**src/rtl/periph_zone_decoder.sv**
```systemverilog
// Per-channel 3-zone ADC classifier with hysteresis, debounce and press/release pulses.
// Latency: zone/pulse outputs registered on the adc_valid edge that completes debounce.
// Backpressure: none; samples are taken only on adc_valid and all state holds otherwise.
// Optional feature: define PERIPH_AUTOREPEAT_EN to add per-channel press auto-repeat.
module periph_zone_decoder #(
  parameter int N_CH       = 5,
  parameter int ADC_W      = 12,
  parameter int T_MID      = 'h600,
  parameter int T_HI       = 'hD00,
  parameter int HYST       = 64,
  parameter int DB_SAMPLES = 8,
  parameter int REP_DELAY  = 200,
  parameter int REP_RATE   = 50
) (
  input  logic                  clk,
  input  logic                  resetN,
  input  logic [N_CH*ADC_W-1:0] adc_data,
  input  logic                  adc_valid,
  output logic [N_CH-1:0]       zone_hi,
  output logic [N_CH-1:0]       zone_mid,
  output logic [N_CH-1:0]       press_p,
  output logic [N_CH-1:0]       release_p
);

  typedef enum logic [1:0] {Z_IDLE = 2'd0, Z_MID = 2'd1, Z_HIGH = 2'd2} zone_e;

  // Hysteresis thresholds, saturated to the sample range so they never wrap.
  localparam int MAXV     = (1 << ADC_W) - 1;
  localparam int MID_UP_I = (T_MID + HYST > MAXV) ? MAXV : T_MID + HYST;
  localparam int MID_DN_I = (T_MID < HYST) ? 0 : T_MID - HYST;
  localparam int HI_UP_I  = (T_HI + HYST > MAXV) ? MAXV : T_HI + HYST;
  localparam int HI_DN_I  = (T_HI < HYST) ? 0 : T_HI - HYST;

  localparam logic [ADC_W:0] MID_UP = (ADC_W+1)'(MID_UP_I);
  localparam logic [ADC_W:0] MID_DN = (ADC_W+1)'(MID_DN_I);
  localparam logic [ADC_W:0] HI_UP  = (ADC_W+1)'(HI_UP_I);
  localparam logic [ADC_W:0] HI_DN  = (ADC_W+1)'(HI_DN_I);
  localparam logic [8:0]     DB_N   = 9'(DB_SAMPLES);

  for (genvar c = 0; c < N_CH; c++) begin : g_ch
    logic [ADC_W:0] smp;
    zone_e          stable_q, stable_d, cand_q, cand_d, raw;
    logic [7:0]     cnt_q, cnt_d;
    logic [8:0]     cnt_inc;
    logic           above_mid, above_hi, accept;
    logic           press_d, release_d, press_q, release_q;
    logic           rep_fire;

    assign smp = {1'b0, adc_data[c*ADC_W +: ADC_W]};

    // Classify the sample against hysteresis-shifted thresholds, then debounce it.
    always_comb begin
      stable_d  = stable_q;
      cand_d    = cand_q;
      cnt_d     = cnt_q;
      cnt_inc   = '0;
      accept    = 1'b0;
      above_mid = (stable_q == Z_IDLE) ? (smp > MID_UP) : !(smp < MID_DN);
      above_hi  = (stable_q == Z_HIGH) ? !(smp < HI_DN) : (smp > HI_UP);
      raw       = above_hi ? Z_HIGH : (above_mid ? Z_MID : Z_IDLE);
      if (adc_valid) begin
        if (raw == stable_q) begin
          cnt_d = '0;
        end else begin
          if (raw == cand_q) begin
            cnt_inc = {1'b0, cnt_q} + 9'd1;
          end else begin
            cand_d  = raw;
            cnt_inc = 9'd1;
          end
          if (cnt_inc >= DB_N) begin
            accept   = 1'b1;
            stable_d = raw;
            cnt_d    = '0;
          end else begin
            cnt_d = cnt_inc[7:0];
          end
        end
      end
      press_d   = (accept && stable_q == Z_IDLE) || rep_fire;
      release_d = accept && raw == Z_IDLE;
    end

`ifdef PERIPH_AUTOREPEAT_EN
    localparam logic [16:0] REP_FIRST = 17'(REP_DELAY);
    localparam logic [16:0] REP_NEXT  = 17'(REP_DELAY) + 17'(REP_RATE);
    logic [15:0] rep_q, rep_d;
    logic [16:0] rep_inc;

    // Repeat timer: restarts on any zone change, fires at REP_DELAY then every REP_RATE.
    always_comb begin
      rep_d    = rep_q;
      rep_fire = 1'b0;
      rep_inc  = {1'b0, rep_q} + 17'd1;
      if (adc_valid) begin
        if (accept) begin
          rep_d = '0;
        end else if (stable_q != Z_IDLE) begin
          if (rep_inc == REP_FIRST) begin
            rep_fire = 1'b1;
            rep_d    = rep_inc[15:0];
          end else if (rep_inc == REP_NEXT) begin
            rep_fire = 1'b1;
            rep_d    = REP_FIRST[15:0];
          end else begin
            rep_d = rep_inc[15:0];
          end
        end
      end
    end

    // Repeat timer register.
    always_ff @(posedge clk or negedge resetN) begin
      if (!resetN) rep_q <= '0;
      else         rep_q <= rep_d;
    end
`else
    assign rep_fire = 1'b0;
`endif

    // Zone, debounce and pulse state.
    always_ff @(posedge clk or negedge resetN) begin
      if (!resetN) begin
        stable_q  <= Z_IDLE;
        cand_q    <= Z_IDLE;
        cnt_q     <= '0;
        press_q   <= 1'b0;
        release_q <= 1'b0;
      end else begin
        stable_q  <= stable_d;
        cand_q    <= cand_d;
        cnt_q     <= cnt_d;
        press_q   <= press_d;
        release_q <= release_d;
      end
    end

    assign zone_hi[c]   = (stable_q == Z_HIGH);
    assign zone_mid[c]  = (stable_q == Z_MID);
    assign press_p[c]   = press_q;
    assign release_p[c] = release_q;
  end

endmodule

```
**config.mk**
```make
export PLATFORM = sky130hd
export DESIGN_NAME = periph_zone_decoder
export DESIGN_NICKNAME = d
export VERILOG_FILES = /design/src/rtl/periph_zone_decoder.sv
export SDC_FILE = /design/constraint.sdc
export NUM_CORES = 1
export LEC_CHECK = 0
export ABC_AREA = 1
export CORE_ASPECT_RATIO = 0.9
export CORE_MARGIN = 4
export CORE_UTILIZATION = 40
export DETAILED_ROUTE_END_ITERATION = 12
export SLEW_MARGIN = 5
export SYNTH_ARGS = -nofsm -noshare
export SYNTH_HDL_FRONTEND = slang
export SYNTH_SLANG_ARGS = --single-unit
export TNS_END_PERCENT = 5
```
**constraint.sdc**
```tcl
create_clock -name clk -period 3.38 [get_ports clk]
set_clock_uncertainty 0.1 [all_clocks]
set_input_delay 0.676 -clock clk [delete_from_list [all_inputs] [get_ports clk]]
set_output_delay 0.676 -clock clk [all_outputs]
set_load 0.05 [all_outputs]
```
==> summary.txt, run 1 <==
Worst setup path
  – Critical Path RT: 2.60 ns
  – Worst-path maximum fanout: 4
  – Arr. time, crit path: 1.88 ns
  – Element type at the critical path end: primary output
  – CP Cell Sequence: inv_1, nor2_1, clkdlybuf4s50_1
  – CP startpoint kind: flop
  – Critical path class: flop to primary output
  – Critical Path Max Stage Delay: 0.86 ns
  – Critical path's slowest cell: clkdlybuf4s50_1

Placed design
  – Placed cell area: 0.005443 sq mm
  – HPWL Detailed: 6864 um
  – PortBufs: 82
  – Setup Slack @ Placement: 0.6441 ns
  – RePlAce Congestion: 0.8641

Synth
  – Mean Syn Cell Area: 6.882 sq um
  – Top cells by area, synth: dfrtp_1 39%, nand2_1 16%, inv_1 9.1%
  – Synth warn: 0
  – Mapped Area: 0.004501 sq mm
  – FFs w/ async S/R, synth: 100.0%
  – Unique masters post-synth: 39
  – Synth Net Count: 722
  – Synth area leader: dfrtp_1
  – Seq cells post-synth: 70
  – Post-synth EDFFs: 0
  – Post-Syn Instances: 654
  – Seq/Total Area, Yosys: about two fifths
  – Synth top area share: ~39%
  – Synth Flop Type: dfrtp_1

Floorplan
  – DIE AREA: 0.01302 sq mm
  – Core box area: between 0.01 and 0.015 sq mm
  – Die Span X: 119.8 um
  – Num rows: 36
  – I/O pins: 83
  – Initial Util: roughly two fifths
  – Die Height: 108.6 um

Clock tree
  – Clk slew on worst S/H paths: 0.05 ns
  – CTS tree: yes
  – Clk Latency, worst-skew pair: 0.33 ns
  – Cts bufs inserted: 9
  – CTS resizes: 0
  – Clock Tree Buf Depth: 2
  – Clock tree sinks: 70
  – H-tree Lvls: 3
  – Setup bufs post-CTS: 0
  – CTS Root Cell: clkbuf_16
  – Post-CTS Hold Buffers: 0

Finish
  – Area growth syn-to-layout: 27.52%
  – Most common cell after layout, fill and taps aside: nand2_1
  – Final core occ: 52.65%
  – Fin area: approximately 0.0057 sq mm
  – Most frequent cells in the layout: 187 x nand2_1, 109 x inv_1, 90 x nor2_1
  – Fraction of layout cells with a size suffix above 1: 10.04%
  – Ant. Diodes: 0
  – Fin nets: 803

Pwr
  – Pwr per Cell Area: 521.2 mW/mm^2
  – Worst IR Drop VDD: 0.2523 mV
  – Pwr Total: 0.002992 W
  – Leak Pwr: 2.998 nW

Flow run
  – Max Cap Viol: 0

STA
  – TNS Setup: 0 ns
  – Final period utilization: 78.66%
  – Worst-margin pin slew: 0.7552 ns
  – Max Freq: 376.1 MHz
  – Unrepaired setup endpoints after global routing: no
  – Slew Viols, Final: 0
  – PnR worst setup slack: 0.7214 ns
  – Worst rel slew slack: 49.65%
  – Final number of setup-violating endpoints: 0
  – Final hold vios: 0
  – Min cycle time layout: 2.659 ns

Run status
  – Outcome: complete, no violations

Route
  – First drt pass iteration count: 4
  – Antenna violation net count after detailed routing: 0
  – Routed WL: 8934 um
  – Starting DRT DRC Count: 144
  – Routed WL per cell: 10.05 um
  – DRC viols: 0
  – Vias: 4054
  – Via density: ~4.6

Global routing
  – Global route overflow: 0
  – Met2 Track Usage GR: 25.04%
  – Largest net degree at the start of global routing: 40
  – Most Crowded Layer GR: met2
  – Global-route wire length before repair: 16530 um
  – Antenna violations before repair: 0
  – Met3 usage in global routing: 3.838%
  – Number of global-route vias before repair: about 3900
  – Met1 Track Usage GR: 19.64%
  – Tot GR Track Use: 15.14%

Hold path
  – Worst hold path class: input pin to async pin
## sequential cells by signal, summed over array words and instances, names as in the netlist
| name | count |
|---|---|
| g_ch.cand_q | 10 |
| g_ch.cnt_q | 40 |
| g_ch.press_q | 5 |
| g_ch.release_q | 5 |
| g_ch.stable_q | 10 |
## report_power, final
part           internal [W]  switching, W
clock network      0.000619      0.000330
logic              0.000367      0.000602
registers          0.000960      0.000115
total               0.00194       0.00105
## layout make-up
type	instances	area [sq um]
inverters	120	452.9
clock buffers	12	266.5
fillers	1100	5161
flip-flops and latches	70	1752
multi-input cells	450	2205
repair buffers	84	843.3
clock inverters	1	30.03
well taps	152	190.2
## synthesized netlist by cell type (9+ instances only)
| library cell | count |
|---|---|
| a21oi_1 | 11 |
| buf_4 | 10 |
| dfrtp_1 | 70 |
| inv_1 | 109 |
| inv_2 | 10 |
| nand2_1 | 187 |
| nand2_2 | 11 |
| nand3_1 | 58 |
| nand4_1 | 11 |
| nor2_1 | 90 |
| nor2_2 | 12 |
| o21ai_0 | 9 |
## worst paths after layout
| path | end | slack [ns] | cells past startpoint | startpoint |
|---|---|---|---|---|
| max | zone_hi[2] | 0.72 | 3 | g_ch[2].stable_q[1]$_DFFE_PN0P_ |
| min | g_ch[0].cand_q[1]$_DFFE_PN0P_ | 0.32 | 1 | resetN |
| max reg2reg | g_ch[1].stable_q[1]$_DFFE_PN0P_ | 1.43 | 12 | g_ch[1].stable_q[1]$_DFFE_PN0P_ |
| min reg2reg | g_ch[0].cnt_q[5]$_DFFE_PN0P_ | 0.39 | 2 | g_ch[0].cnt_q[5]$_DFFE_PN0P_ |
| max in group asynchronous | g_ch[2].stable_q[1]$_DFFE_PN0P_ | 2.21 | 2 | resetN |
| min in group clk | g_ch[0].cnt_q[5]$_DFFE_PN0P_ | 0.39 | 2 | g_ch[0].cnt_q[5]$_DFFE_PN0P_ |
## worst max-delay path, delay by kind of cell, from the launching register on
family                 cells  cell delay (ns)
buffers and inverters      2             0.94
flip-flops                 1             0.40
AND/OR/NAND/NOR            1             0.22
## cell families after synthesis
| group | count (synthesis) | synth area share, % |
|---|---|---|
| DFF | 70 | 38.92 |
| and+or+nand+nor | 408 | 42.20 |
| xor gates and xnor gates | 8 | 1.724 |
| AOI/OAI and AO/OA | 29 | 3.670 |
| buffers and inverters | 134 | 12.09 |
| adders and majority gates | 5 | 1.390 |
## stage by stage
step / instances / hold WS [ns]
floorplan: 654 / 0.2804
global placement: 876 / 0.3682
detailed placement: 876 / 0.3792
CTS: 889 / 0.3501
global route: 889 / 0.3796
finish: 889 / 0.3153
## routing by layer
metal	wire (um)	part of all wire [%]
met5	0	0
met4	121	1.4
met3	473	5.3
met2	4122	46
met1	4216	47
(Power assumes the default switching activity.)
==> run 2, diff against run 1 <==
==> constraint.sdc (replaced) <==
create_clock -name clk -period 2.5 [get_ports clk]
set_clock_uncertainty 0.1 [all_clocks]
set_input_delay 0.5 -clock clk [delete_from_list [all_inputs] [get_ports clk]]
set_output_delay 0.5 -clock clk [all_outputs]
set_load 0.05 [all_outputs]
==> summary.txt, run 2 (synthesis results as in run 1) <==
Run status
  – Outcome: complete, no violations

Route
  – First drt pass iteration count: 4
  – Via density: ~4.5
  – DRC viols: 0
  – Met3 WL: 429 um
  – Routed WL: 8920 um
  – Antenna violation net count after detailed routing: 0
  – Met2 wire length: 4135 um
  – Starting DRT DRC Count: roughly 200
  – Routed WL per cell: roughly 10 um
  – Vias: about 4000
  – M1 wire length: 4255 um
  – Highest routed layer: met4

Clock tree
  – CTS tree: yes
  – CTS Root Cell: clkbuf_16
  – H-tree Lvls: 3
  – Clock tree sinks: 70
  – Post-CTS Hold Buffers: 0
  – Setup bufs post-CTS: 0
  – Cts bufs inserted: 9
  – Clk slew on worst S/H paths: around 0.050 ns
  – Clk Latency, worst-skew pair: roughly 0.33 ns
  – Clock Tree Buf Depth: 2

STA
  – Min cycle time layout: 2.391 ns
  – Worst rel slew slack: around two thirds
  – Worst-margin pin slew: 0.5080 ns
  – Final number of setup-violating endpoints: 0
  – Final hold vios: 0
  – Slew Viols, Final: 0
  – Max Freq: 418.3 MHz
  – Hold WS: 0.08100 ns
  – Unrepaired setup endpoints after global routing: no
  – Final period utilization: 95.63%

Worst setup path
  – CP Cell Sequence: nor2_1, clkdlybuf4s50_1
  – Worst-path maximum fanout: 5
  – Arr. time, crit path: 1.79 ns
  – Critical Path RT: around 1.9 ns
  – Reg2Reg Launch Point: g_ch[0].stable_q[1]$_DFFE_PN0P_
  – CP startpoint kind: flop
  – Critical path class: flop to primary output
  – Worst setup startpoint: g_ch[4].stable_q[0]$_DFFE_PN0P_
  – CP top delay family: buffers and inverters
  – Buffers and inverters on the worst path: 1
  – Critical Path Max Stage Delay: 0.84 ns
  – Critical path's slowest cell: clkdlybuf4s50_1
  – Element type at the critical path end: primary output

Floorplan
  – Initial Util: 41.29%
  – I/O pins: 83
  – Num rows: 36
  – Die Height: approximately 110 um
  – Die Span X: about 120 um
  – DIE AREA: 0.01302 sq mm
  – Core box area: 0.01090 sq mm

Global routing
  – Global-route wire length before repair: 16830 um
  – Number of global-route vias before repair: about 4000
  – Global route overflow: 0
  – Largest net degree at the start of global routing: 71
  – Tot GR Track Use: 15.29%
  – Antenna violations before repair: 0

Placed design
  – RePlAce Congestion: 0.8735
  – Placed cell area: 0.005473 sq mm
  – HPWL Detailed: 6999 um
  – PortBufs: 82

Finish
  – Largest Register: g_ch.cnt_q
  – Area growth syn-to-layout: 28.83%
  – Ant. Diodes: 0
  – Max reg flops: 40
  – Most common cell after layout, fill and taps aside: nand2_1
  – Fraction of layout cells with a size suffix above 1: 10.75%
  – Multi-input logic area: roughly 0.0022 sq mm
  – Most frequent cells in the layout: 187 x nand2_1, 109 x inv_1, 90 x nor2_1
  – Fillcell total: 1110
  – Fin nets: 807
  – Biggest regs: g_ch.cnt_q x40, g_ch.cand_q x10, g_ch.stable_q x10
  – Fin area: 0.005798 sq mm
  – Register Area: 0.001752 sq mm

Flow run
  – Max Cap Viol: 0

Pwr
  – Combinational share of power: 32.4%
  – Pwr per Cell Area: a little over 700 mW/mm^2
  – Worst IR Drop VDD: between 0.4 and 0.5 mV
  – Switch Pwr: 0.001451 W
  – Int Pwr: 0.002719 W
  – Sw frac: 34.80%
  – Leak Pwr: 3.049 nW
  – Sequential Power Share: 34.8%
  – Clock share of power: 32.8%
  – Pwr Total: 0.004170 W

Hold path
  – Worst hold path class: input pin to async pin
-- run 2: cell type report --
class,instances,share of cell area (%)
clock inverter,5,1.403
multi-input combinational,450,38.02
inverter,120,7.812
tap,152,3.280
timing repair buffer,88,15.08
clock buffer,11,4.186
sequential,70,30.21
-- run 2: per-stage QoR --
step | worst slack, ns | TNS, ns | std cells | utilization [%]
4_1_cts | 0.02326 | 0 | 896 | 53.17
5_1_grt | 0.01504 | 0 | 896 | 53.19
2_1_floorplan | 0.1300 | 0 | 654 | -
6_report | 0.1093 | 0 | 896 | 53.19
3_3_place_gp | 0.01818 | 0 | 880 | 50.21
3_5_place_dp | -0.02869 | -0.1049 | 880 | 50.21
-- run 2: final timing paths --
check,slack [ns],end,depth (start not counted)
worst max register to register,0.58,g_ch[0].stable_q[0]$_DFFE_PN0P_,12
worst max-delay path,0.11,zone_hi[4],2
max in group asynchronous,1.91,g_ch[1].cand_q[0]$_DFFE_PN0P_,2
worst min register to register,0.38,g_ch[3].cand_q[1]$_DFFE_PN0P_,2
min in group clk,0.38,g_ch[3].cand_q[1]$_DFFE_PN0P_,2
worst min-delay path,0.08,g_ch[0].press_q$_DFF_PN0_,2
-- run 2: worst register-to-register path, delay by kind of cell (launching register included) --
kind          cells  cell delay (ns)
flops             1             0.42
buf+inv           1             0.12
simple gates     11             1.17
-- run 2: repair_timing --
action                                  CTS  global route
gates resized for setup                   1             1
hold endpoints to repair                  0             0
endpoints found under the setup margin    1             1
-- run 2: layer usage --
layer  vias up  track usage (%)
met2        75            25.85
met5         -                0
met3        10            4.098
met4         0            4.906
li1       2176                -
met1      1777            19.27
-- run 2: power groups by stage --
stage | clock, W | sequential [W] | combinational, W
after floorplan | 0 | 0.00143 | 0.000986
after global placement | 0 | 0.00147 | 0.00132
after detailed placement | 0 | 0.00147 | 0.00136
after CTS | 0.00141 | 0.00145 | 0.00137
after global routing | 0.00146 | 0.00149 | 0.00155
final | 0.00137 | 0.00145 | 0.00135
==> run 3, diff against run 2 <==
--- a/config.mk
+++ b/config.mk
@@ -9,7 +9,10 @@
 export CORE_ASPECT_RATIO = 0.9
 export CORE_MARGIN = 4
 export CORE_UTILIZATION = 40
+export CTS_CLUSTER_SIZE = 12
 export DETAILED_ROUTE_END_ITERATION = 12
+export GPL_ROUTABILITY_DRIVEN = 0
+export SKIP_LAST_GASP = 1
 export SLEW_MARGIN = 5
 export SYNTH_ARGS = -nofsm -noshare
 export SYNTH_HDL_FRONTEND = slang
==> results of run 3 <==
Final layout, timing and power as in run 2 (identical DEF).
